<file path="config.mk">
export PLATFORM = sky130hd
export DESIGN_NAME = irq_ctrl
export DESIGN_NICKNAME = d
export VERILOG_FILES = /design/src/rtl/irq_ctrl_pkg.sv /design/src/rtl/irq_ctrl_prio_enc.sv /design/src/rtl/irq_ctrl.sv
export VERILOG_INCLUDE_DIRS = /design/src /design/src/rtl
export SDC_FILE = /design/constraint.sdc
export NUM_CORES = 1
export LEC_CHECK = 0
export ABC_CLOCK_PERIOD_IN_PS = 2450
export BUFFER_PORTS_ARGS = -buffer_cell sky130_fd_sc_hd__buf_2
export CAP_MARGIN = 40
export CORE_AREA = 2 2 39 41
export DETAILED_ROUTE_END_ITERATION = 6
export DIE_AREA = 0 0 41 43
export MAX_ROUTING_LAYER = met4
export SETUP_SLACK_MARGIN = 0.15
export SYNTH_ARGS = -nofsm -noshare
export SYNTH_HDL_FRONTEND = slang
export SYNTH_SLANG_ARGS = --single-unit
</file>
<file path="constraint.sdc">
create_clock -name clk -period 2.45 [get_ports clk]
set_input_delay 0.49 -clock clk [delete_from_list [all_inputs] [get_ports clk]]
set_output_delay 0.49 -clock clk [all_outputs]
set_load 0.03 [all_outputs]
</file>
<file path="src/rtl/i8080.vh">
// Shared i8080 bus definitions.
// Status-byte bit positions and opcode helpers.
`ifndef I8080_VH
`define I8080_VH

`define STATUS_INTA 0

`define I8080_RST(n) (8'hC7 | (8'(n) << 3))

`endif

</file>
<file path="src/rtl/irq_ctrl_pkg.sv">
// irq_ctrl shared types.
// FSM encoding and selector width helper.
package irq_ctrl_pkg;

    typedef enum logic [1:0] {
        ST_IDLE,
        ST_REQ,
        ST_ACK,
        ST_DRIVE
    } irq_state_t;

    function automatic int sel_width(input int n);
        return (n > 1) ? $clog2(n) : 1;
    endfunction

endpackage

</file>
<file path="src/rtl/irq_ctrl_prio_enc.sv">
// Lowest-set-index priority encoder.
// valid flags any request present.
module prio_enc #(
    parameter int N = 2,
    parameter int W = 1
) (
    input  logic [N-1:0] req,
    output logic [W-1:0] idx,
    output logic         valid
);

    always_comb begin
        idx   = '0;
        valid = |req;
        for (int i = N - 1; i >= 0; i--) begin
            if (req[i]) idx = W'(i);
        end
    end

endmodule

</file>
<file path="src/rtl/irq_ctrl.sv">
// i8080 interrupt scheduler: latches request edges,
// raises iint and supplies an RST opcode during INTA.
`include "i8080.vh"

module irq_ctrl
    import irq_ctrl_pkg::*;
#(
    parameter int XLEN     = 8,
    parameter int NUM_IRQ  = 2,
    parameter int VEC_BASE = 1
) (
    input  logic               clk,
    input  logic               rst,
    input  logic [NUM_IRQ-1:0] irq,
    input  logic               inte,
    input  logic               sync,
    input  logic               dbin,
    input  logic [XLEN-1:0]    data_in,
    output logic               iint,
    output logic [XLEN-1:0]    data_out,
    output logic               data_oe,
    output logic [NUM_IRQ-1:0] pending,
    output logic               busy
);

    localparam int SW = sel_width(NUM_IRQ);

    generate
        if (VEC_BASE < 0 || VEC_BASE + NUM_IRQ > 8) begin : g_chk
            $error("irq_ctrl: VEC_BASE+NUM_IRQ must not exceed 8");
        end
    endgenerate

    irq_state_t         state;
    irq_state_t         state_nxt;
    logic [NUM_IRQ-1:0] irq_q;
    logic [NUM_IRQ-1:0] irq_rise;
    logic [NUM_IRQ-1:0] clr_mask;
    logic [SW-1:0]      enc_idx;
    logic [SW-1:0]      sel_q;
    logic               enc_vld;
    logic               ack_take;
    logic               clr;
    logic               in_inta;
    logic               unused_bits;

    assign unused_bits = ^data_in;

    prio_enc #(
        .N(NUM_IRQ),
        .W(SW)
    ) u_prio (
        .req  (pending),
        .idx  (enc_idx),
        .valid(enc_vld)
    );

    assign irq_rise = irq & ~irq_q;

    always_comb begin
        state_nxt = state;
        ack_take  = 1'b0;
        clr       = 1'b0;
        unique case (state)
            ST_IDLE: begin
                if (enc_vld && inte) state_nxt = ST_REQ;
            end
            ST_REQ: begin
                if (sync && data_in[`STATUS_INTA]) begin
                    state_nxt = ST_ACK;
                    ack_take  = 1'b1;
                end else if (!inte) begin
                    state_nxt = ST_IDLE;
                end
            end
            ST_ACK: begin
                if (dbin) state_nxt = ST_DRIVE;
            end
            ST_DRIVE: begin
                if (!dbin) begin
                    state_nxt = ST_IDLE;
                    clr       = 1'b1;
                end
            end
            default: state_nxt = ST_IDLE;
        endcase
    end

    always_comb begin
        clr_mask = '0;
        for (int i = 0; i < NUM_IRQ; i++) begin
            clr_mask[i] = clr && (sel_q == SW'(i));
        end
    end

    // A fresh edge in the clearing cycle re-sets the bit (set wins).
    always_ff @(posedge clk or posedge rst) begin
        if (rst) begin
            state   <= ST_IDLE;
            irq_q   <= '0;
            pending <= '0;
            sel_q   <= '0;
        end else begin
            state   <= state_nxt;
            irq_q   <= irq;
            pending <= (pending & ~clr_mask) | irq_rise;
            if (ack_take) sel_q <= enc_idx;
        end
    end

    assign in_inta  = (state == ST_ACK) || (state == ST_DRIVE);
    assign data_oe  = in_inta && dbin;
    assign data_out = data_oe
                    ? XLEN'(`I8080_RST(VEC_BASE + int'(sel_q)))
                    : '0;
    assign iint     = (state == ST_REQ);
    assign busy     = (state != ST_IDLE);

endmodule

</file>
==> results of run 1 <==
==> per-layer routing <==
metal | GRT usage, % | vias to the layer above | wire length, µm | part of all wire [%]
met4 | 4.00 | 0 | 0 | 0
met3 | 6.28 | 0 | 75 | 11
li1 | - | 145 | - | -
met2 | 11.6 | 19 | 268 | 38
met5 | - | - | 0 | 0
met1 | 10.6 | 126 | 367 | 52
==> placed cells by master (no fill, tap or decap), types with 2 or more instances in the layout <==
master,netlist,layout
a31oi_1,2,2
buf_2,0,19
clkbuf_4,0,3
dfrtp_1,7,7
inv_1,5,5
nand4b_1,2,2
nor2b_1,3,3
==> worst max-delay path by stage <==
stage              from           to  slack, ps
6_report       register  data_out[3]        650
3_5_place_dp       dbin  data_out[3]        780
5_1_grt        register  data_out[3]        490
3_3_place_gp       dbin  data_out[3]        790
2_1_floorplan      dbin  data_out[3]        540
4_1_cts        register  data_out[3]        640
==> where the power goes <==
group	internal, mW	total [mW]	switching, mW
clock	0.0621	0.104	0.0420
sequential	0.150	0.196	0.0466
combinational	0.0934	0.280	0.187
==> worst max-delay path, stage by stage, from the launching register on <==
cell and delay [ps]:
dfrtp_1 460, and2_1 260, nor2b_1 140, buf_2 200
==> per-stage QoR <==
step,hold WS (ps),total power [mW]
2_1_floorplan,293,0.429
3_3_place_gp,414,0.476
3_5_place_dp,425,0.480
4_1_cts,176,0.589
5_1_grt,185,0.626
6_report,169,0.581
==> area by class of cell <==
class	count	area (µm²)	share of cell area, %
inverters	5	18.8	4.10
repair buffers	19	95.1	20.8
clock buffers	4	26.3	5.74
multi-input cells	17	123	26.8
flip-flops and latches	7	175	38.3
well taps	16	20.0	4.37
==> kinds of logic after synthesis <==
family | synth area share [%]
multiplexers | 3.11
AND/OR/NAND/NOR | 19.7
AO/OA/AOI/OAI | 10.0
other | 1.04
flip-flops | 48.4
buffers and inverters | 17.6
==> qor.txt, run 1 <==
R2R depth: 2
DRC: 0
Async set or reset register ratio after synthesis: 100%
Top cells by area, synth: dfrtp_1, buf_4, inv_1, nor2b_1, nand4b_1
DIE AREA: 1760 µm²
DR vias: 290
Setup TNS: 0 ps
Fin cells: 68
Max IR drop VDD: 406 µV
WS Path Type: register to output port
Nature of the critical path startpoint: register
Pre-CTS WS: 775 ps
Grt ovf: 0
Avg WL per Cell: 10.5 µm
Mean Syn Cell Area: 10.3 µm²
# rows: 14
Area after DPL: 432 µm²
Placer congestion estimate: 0.637
Minimum clock period after layout: 1800 ps
Primary FF master, synth: dfrtp_1
Gr usage total: 9.04%
Placed insts: 64
Worst Skew: 1.96 ps
Register bit count reported by yosys: 7
Buffers on Ports: 19
FF-to-FF Start: state[0]
Unique cell type count in the Yosys netlist: 16
DIE WIDTH: 41 µm
Net count, final: 68
CTS tree: yes
Count leader, synth: dfrtp_1
Detailed-route wire length: 711 µm
Leak: 0.250 nW
First-pass DRT Iterations: 3
Final worst setup slack: 651 ps
Synth cell count leaders: dfrtp_1, buf_4, inv_1, nor2b_1
Synth Net Count: 50
Clock buffer depth: 2
Post-layout util: 33.1%
Core box area: 1380 µm²
Post-Syn Area: 362 µm²
Htree depth: 1
Clk_lat worst skew: 250 ps
CP Max Fanout: 9
Die height: 43 µm
Reg2Reg Setup Slack: 1280 ps
Post-Synthesis Cells: 35
Final Setup Violations: 0
DR vias/cell: 4.26
Post-route design area: 458 µm²
Post-synth EDFFs: 0
Power per Cell Area: 1270 nW/µm²
Clk pin slew, worst setup/hold paths: 50 ps
Synth top area share: 48.4%
Worst hold path type: input pin to async pin
Area grow syn2layout: 26.6%
Initial detailed-routing violation count: 8
Largest net degree at the start of global routing: 10
Fill count: 148
Diode count: 0
Final ANT Viol Nets: 0
Req. time, crit path: 1960 ps
First-pass GRT wire length: 972 µm
Register area share after synthesis: 48.4%
Status: complete, no violations
Fmax: 0.556 GHz
Critical path arrival: 1310 ps
RSZ-0062 raised after global routing: no
Final hold violations: 0
Hold buffer count at cts: 0
Crit path capture type: output port
Slew Viols, Final: 0
Clock Sinks: 7
Reg2reg end: state[0]
Final worst path period share: 73.4%
Ports: 28
Syn. warnings: 0
PostCTS Resize Cnt: 0
Share of cells above drive strength 1: 44.2%
Clock Tree Root: clkbuf_4
Initial antenna violation count: 0
Yosys top cell by area: dfrtp_1
CTS Buf Count: 3
Max-Cap Viols: 0
Initial Util: 26.1%
Post-CTS Setup Bufs: 0
Vias in the first global route: 233
(Power assumes the default switching activity.)
==> run 2, diff against run 1 <==
--- a/config.mk
+++ b/config.mk
@@ -6,7 +6,7 @@
 export SDC_FILE = /design/constraint.sdc
 export NUM_CORES = 1
 export LEC_CHECK = 0
-export ABC_CLOCK_PERIOD_IN_PS = 2450
+export ABC_CLOCK_PERIOD_IN_PS = 1700
 export BUFFER_PORTS_ARGS = -buffer_cell sky130_fd_sc_hd__buf_2
 export CAP_MARGIN = 40
 export CORE_AREA = 2 2 39 41
==> constraint.sdc (replaced) <==
create_clock -name clk -period 1.7 [get_ports clk]
set_input_delay 0.34 -clock clk [delete_from_list [all_inputs] [get_ports clk]]
set_output_delay 0.34 -clock clk [all_outputs]
set_load 0.03 [all_outputs]
==> qor.txt, run 2 (synthesis gave the netlist of run 1 again) <==
Status: complete, no violations
Area grow syn2layout: 30.4%
Critical-path top delay cell: dfrtp_1
Req. time, crit path: 1360 ps
Buffers on Ports: 19
Flop pwr share: 31.6%
Vias in the first global route: 242
Crit path cell chain: or2_2, buf_2
# rows: 14
Met1 Use GR: 13.0%
Htree depth: 1
Core box area: 1380 µm²
Busiest grt layer: met1
Clock Sinks: 7
Commonest non-fill, non-tap cell in the layout: buf_2
DR vias/cell: 4.28
Crit path capture type: output port
Total power: 0.860 mW
Pint: 0.466 mW
CTS Buf Count: 3
Ports: 28
Switching Share: 45.9%
Final worst path period share: 87.0%
Share of cells above drive strength 1: 50.9%
First-pass GRT wire length: 993 µm
DR vias: 295
Clock buffer depth: 2
Final ANT Viol Nets: 0
Reg2Reg Setup Slack: 530 ps
Gr usage total: 9.16%
Max-Cap Viols: 0
Power per Cell Area: 1820 nW/µm²
Critical path arrival: 1140 ps
Clock network fraction of total power: 17.0%
Max incr delay on CP: 430 ps
Worst Skew: 2.00 ps
WS Path Type: register to output port
Reg2reg end: sel_q
Largest net degree at the start of global routing: 9
Footprint of the multi-input gates: 128 µm²
Avg WL per Cell: 9.55 µm
Grt ovf: 0
M3 GR Usage: 1.57%
Clk_lat worst skew: 240 ps
Final Setup Violations: 0
Minimum clock period after layout: 1480 ps
Worst hold path type: input pin to async pin
Reg area: 176 µm²
Initial antenna violation count: 0
Met2 Use GR: 9.69%
Detailed-route wire length: 659 µm
Net count, final: 69
Setup TNS: 0 ps
Clk pin slew, worst setup/hold paths: 50 ps
Switch Pwr: 0.395 mW
Fill count: 160
Most frequent cells in the layout: buf_2, dfrtp_1, inv_1, clkbuf_4
Fmax: 0.676 GHz
Max IR drop VDD: 508 µV
DIE WIDTH: 41 µm
Nature of the critical path startpoint: register
Hold buffer count at cts: 0
DIE AREA: 1760 µm²
Placer congestion estimate: 0.644
Slew Viols, Final: 0
Leak: 0.256 nW
Initial Util: 26.1%
Diode count: 0
Final hold violations: 0
CTS tree: yes
R2R depth: 3
CP Max Fanout: 8
Crit path capture: busy
Clock Tree Root: clkbuf_4
Part of the power in combinational logic: 51.4%
DRC: 0
CP startpoint: state[0]
Initial detailed-routing violation count: 7
Die height: 43 µm
RSZ-0062 raised after global routing: no
First-pass DRT Iterations: 2
## run 2: cell type report
type	count	area share [%]
clock buffer	4	5.57
inverter	5	3.98
multi-input combinational	17	27.1
sequential	7	37.4
tap	16	4.24
timing repair buffer	20	21.8
## run 2: timing repair
item,in CTS,in global routing
endpoints found under the setup margin,1,1
buffers inserted,1,0
resized for setup,1,1
## run 2: worst min-delay path by stage
stage / startpoint / to / slack, ps / depth (start not counted)
after floorplan: rst / async pin / 140 / 1
after global placement: rst / sel_q / 280 / 2
after detailed placement: rst / irq_q[0] / 290 / 2
after CTS: rst / irq_q[0] / 20 / 2
after global routing: rst / sel_q / 40 / 2
final: rst / sel_q / 10 / 2
## run 2: layer usage
| layer | up-vias | part of all wire [%] |
|---|---|---|
| met5 | - | 0 |
| met4 | 0 | 0 |
| met3 | 0 | 13 |
| met2 | 19 | 39 |
| met1 | 128 | 48 |
| li1 | 148 | - |
## run 2: metrics by stage
step / instances / utilization, % / hold WS [ps] / cell area (µm²) / setup slack [ps]
2_1_floorplan: 35 / - / 143 / 365 / 264
3_3_place_gp: 64 / 31.5 / 276 / 435 / 349
3_5_place_dp: 64 / 31.5 / 289 / 435 / 341
4_1_cts: 69 / 34.0 / 16.8 / 470 / 154
5_1_grt: 69 / 34.1 / 45.0 / 472 / 169
6_report: 69 / 34.1 / 11.1 / 472 / 221
## run 2: power groups by stage
stage | Clock [mW] | Combinational (mW) | Sequential (mW)
after floorplan | 0 | 0.320 | 0.302
after global placement | 0 | 0.409 | 0.283
after detailed placement | 0 | 0.413 | 0.284
after CTS | 0.156 | 0.443 | 0.272
after global routing | 0.164 | 0.479 | 0.283
final | 0.146 | 0.442 | 0.272
## run 2: worst max-delay path: cells and delay by family (launching register included)
kind / cells / cell delay, ps
buffers and inverters: 1 / 180
DFF: 1 / 430
and+or+nand+nor: 1 / 290
==> run 3, diff against run 2 <==
--- a/config.mk
+++ b/config.mk
@@ -13,6 +13,7 @@
 export DETAILED_ROUTE_END_ITERATION = 6
 export DIE_AREA = 0 0 41 43
 export MAX_ROUTING_LAYER = met4
+export PLACE_DENSITY = 0.65
 export SETUP_SLACK_MARGIN = 0.15
 export SYNTH_ARGS = -nofsm -noshare
 export SYNTH_HDL_FRONTEND = slang
==> qor.txt, run 3 (synthesis gave the netlist of run 1 again) <==
Status: complete, no violations
RSZ-0062 raised after global routing: no
Gr usage total: 8.12%
Clock buffer depth: 2
Avg WL per Cell: 9.54 µm
Clock Tree Root: clkbuf_4
Die height: 43 µm
Share of cells above drive strength 1: 49.1%
Most frequent cells in the layout: buf_2, dfrtp_1, inv_1, clkbuf_4
DR vias: 292
Critical path arrival: 1150 ps
Minimum clock period after layout: 1490 ps
Max IR drop VDD: 453 µV
# rows: 14
Buffers on Ports: 19
Final Setup Violations: 0
Ports: 28
Final ANT Viol Nets: 0
Pre-CTS WS: 349 ps
Net count, final: 69
DR vias/cell: 4.23
Setup TNS: 0 ps
First-pass DRT Iterations: 2
WS Path Type: register to output port
Area grow syn2layout: 30.1%
Nature of the critical path startpoint: register
Final worst setup slack: 213 ps
Slew Viols, Final: 0
Initial Util: 26.1%
Power per Cell Area: 1820 nW/µm²
CTS Buf Count: 3
Diode count: 0
DRC: 0
Final hold violations: 0
Clock Sinks: 7
Worst hold path type: input pin to async pin
Leak: 0.253 nW
Largest net degree at the start of global routing: 9
Initial detailed-routing violation count: 4
Core box area: 1380 µm²
Vias in the first global route: 228
Clk_lat worst skew: 250 ps
Detailed-route wire length: 658 µm
Fmax: 0.673 GHz
DIE WIDTH: 41 µm
First-pass GRT wire length: 910 µm
Htree depth: 1
Initial antenna violation count: 0
Grt ovf: 0
Hold buffer count at cts: 0
Req. time, crit path: 1360 ps
Commonest non-fill, non-tap cell in the layout: buf_2
Crit path capture type: output port
Max-Cap Viols: 0
Worst Skew: 4.01 ps
Placer congestion estimate: 0.683
Clk pin slew, worst setup/hold paths: 50 ps
CTS tree: yes
DIE AREA: 1760 µm²
Final worst path period share: 87.5%
Dpl hpwl: 502 µm
CP Max Fanout: 8
[run 3: cell counts in the layout (fill, tap and decap cells not counted)]
No cell type changed its count.
[run 3: area by class of cell]
| class | count | area (µm²) |
|---|---|---|
| clock buffer | 4 | 26.3 |
| tap | 16 | 20.0 |
| timing repair buffer | 20 | 101 |
| inverter | 5 | 18.8 |
| multi-input combinational | 17 | 128 |
| fill | 152 | 913 |
| sequential | 7 | 176 |
[run 3: per-stage QoR]
| step | power, mW | cell area, µm² | hold WS (ps) | instances | utilization (%) |
|---|---|---|---|---|---|
| 2_1_floorplan | 0.623 | 365 | 143 | 35 | - |
| 3_3_place_gp | 0.691 | 435 | 269 | 64 | 31.5 |
| 3_5_place_dp | 0.695 | 435 | 278 | 64 | 31.5 |
| 4_1_cts | 0.871 | 470 | 7.24 | 69 | 34.0 |
| 5_1_grt | 0.918 | 470 | 26.9 | 69 | 34.0 |
| 6_report | 0.857 | 470 | 6.66 | 69 | 34.0 |
[run 3: worst max-delay path: stages (launching register included)]
cell	delay, ps
dfrtp_1	440
or2_2	290
buf_2	180
[run 3: path summary, 6_finish.rpt]
kind | start | end | slack, ps | depth (start not counted)
min in group clk | irq[1] | irq_q[1] | 210 | 1
worst min-delay path | rst | pending[1] | 7 | 2
worst max-delay path | state[0] | busy | 210 | 2
max in group asynchronous | rst | async pin | 1470 | 2
worst max register to register | state[0] | state[0] | 520 | 2
worst min register to register | irq_q[0] | pending[0] | 430 | 1
[run 3: what timing repair did]
item,4_1_cts,5_1_grt
gates resized for setup,3,0
endpoints found under the setup margin,1,0
setup buffers,1,0
[run 3: where the power goes]
part | leakage, nW | switching, mW | total (mW) | internal, mW
clock network | 0.0150 | 0.0579 | 0.147 | 0.0894
registers | 0.0784 | 0.0586 | 0.277 | 0.219
logic | 0.159 | 0.281 | 0.432 | 0.152
[run 3: per-layer routing]
metal,up-vias,share of wire (%),track usage (%)
li1,148,-,-
met1,122,48,11.3
met2,22,39,9.06
met3,0,14,3.14
met4,0,0,6.00
met5,-,0,-
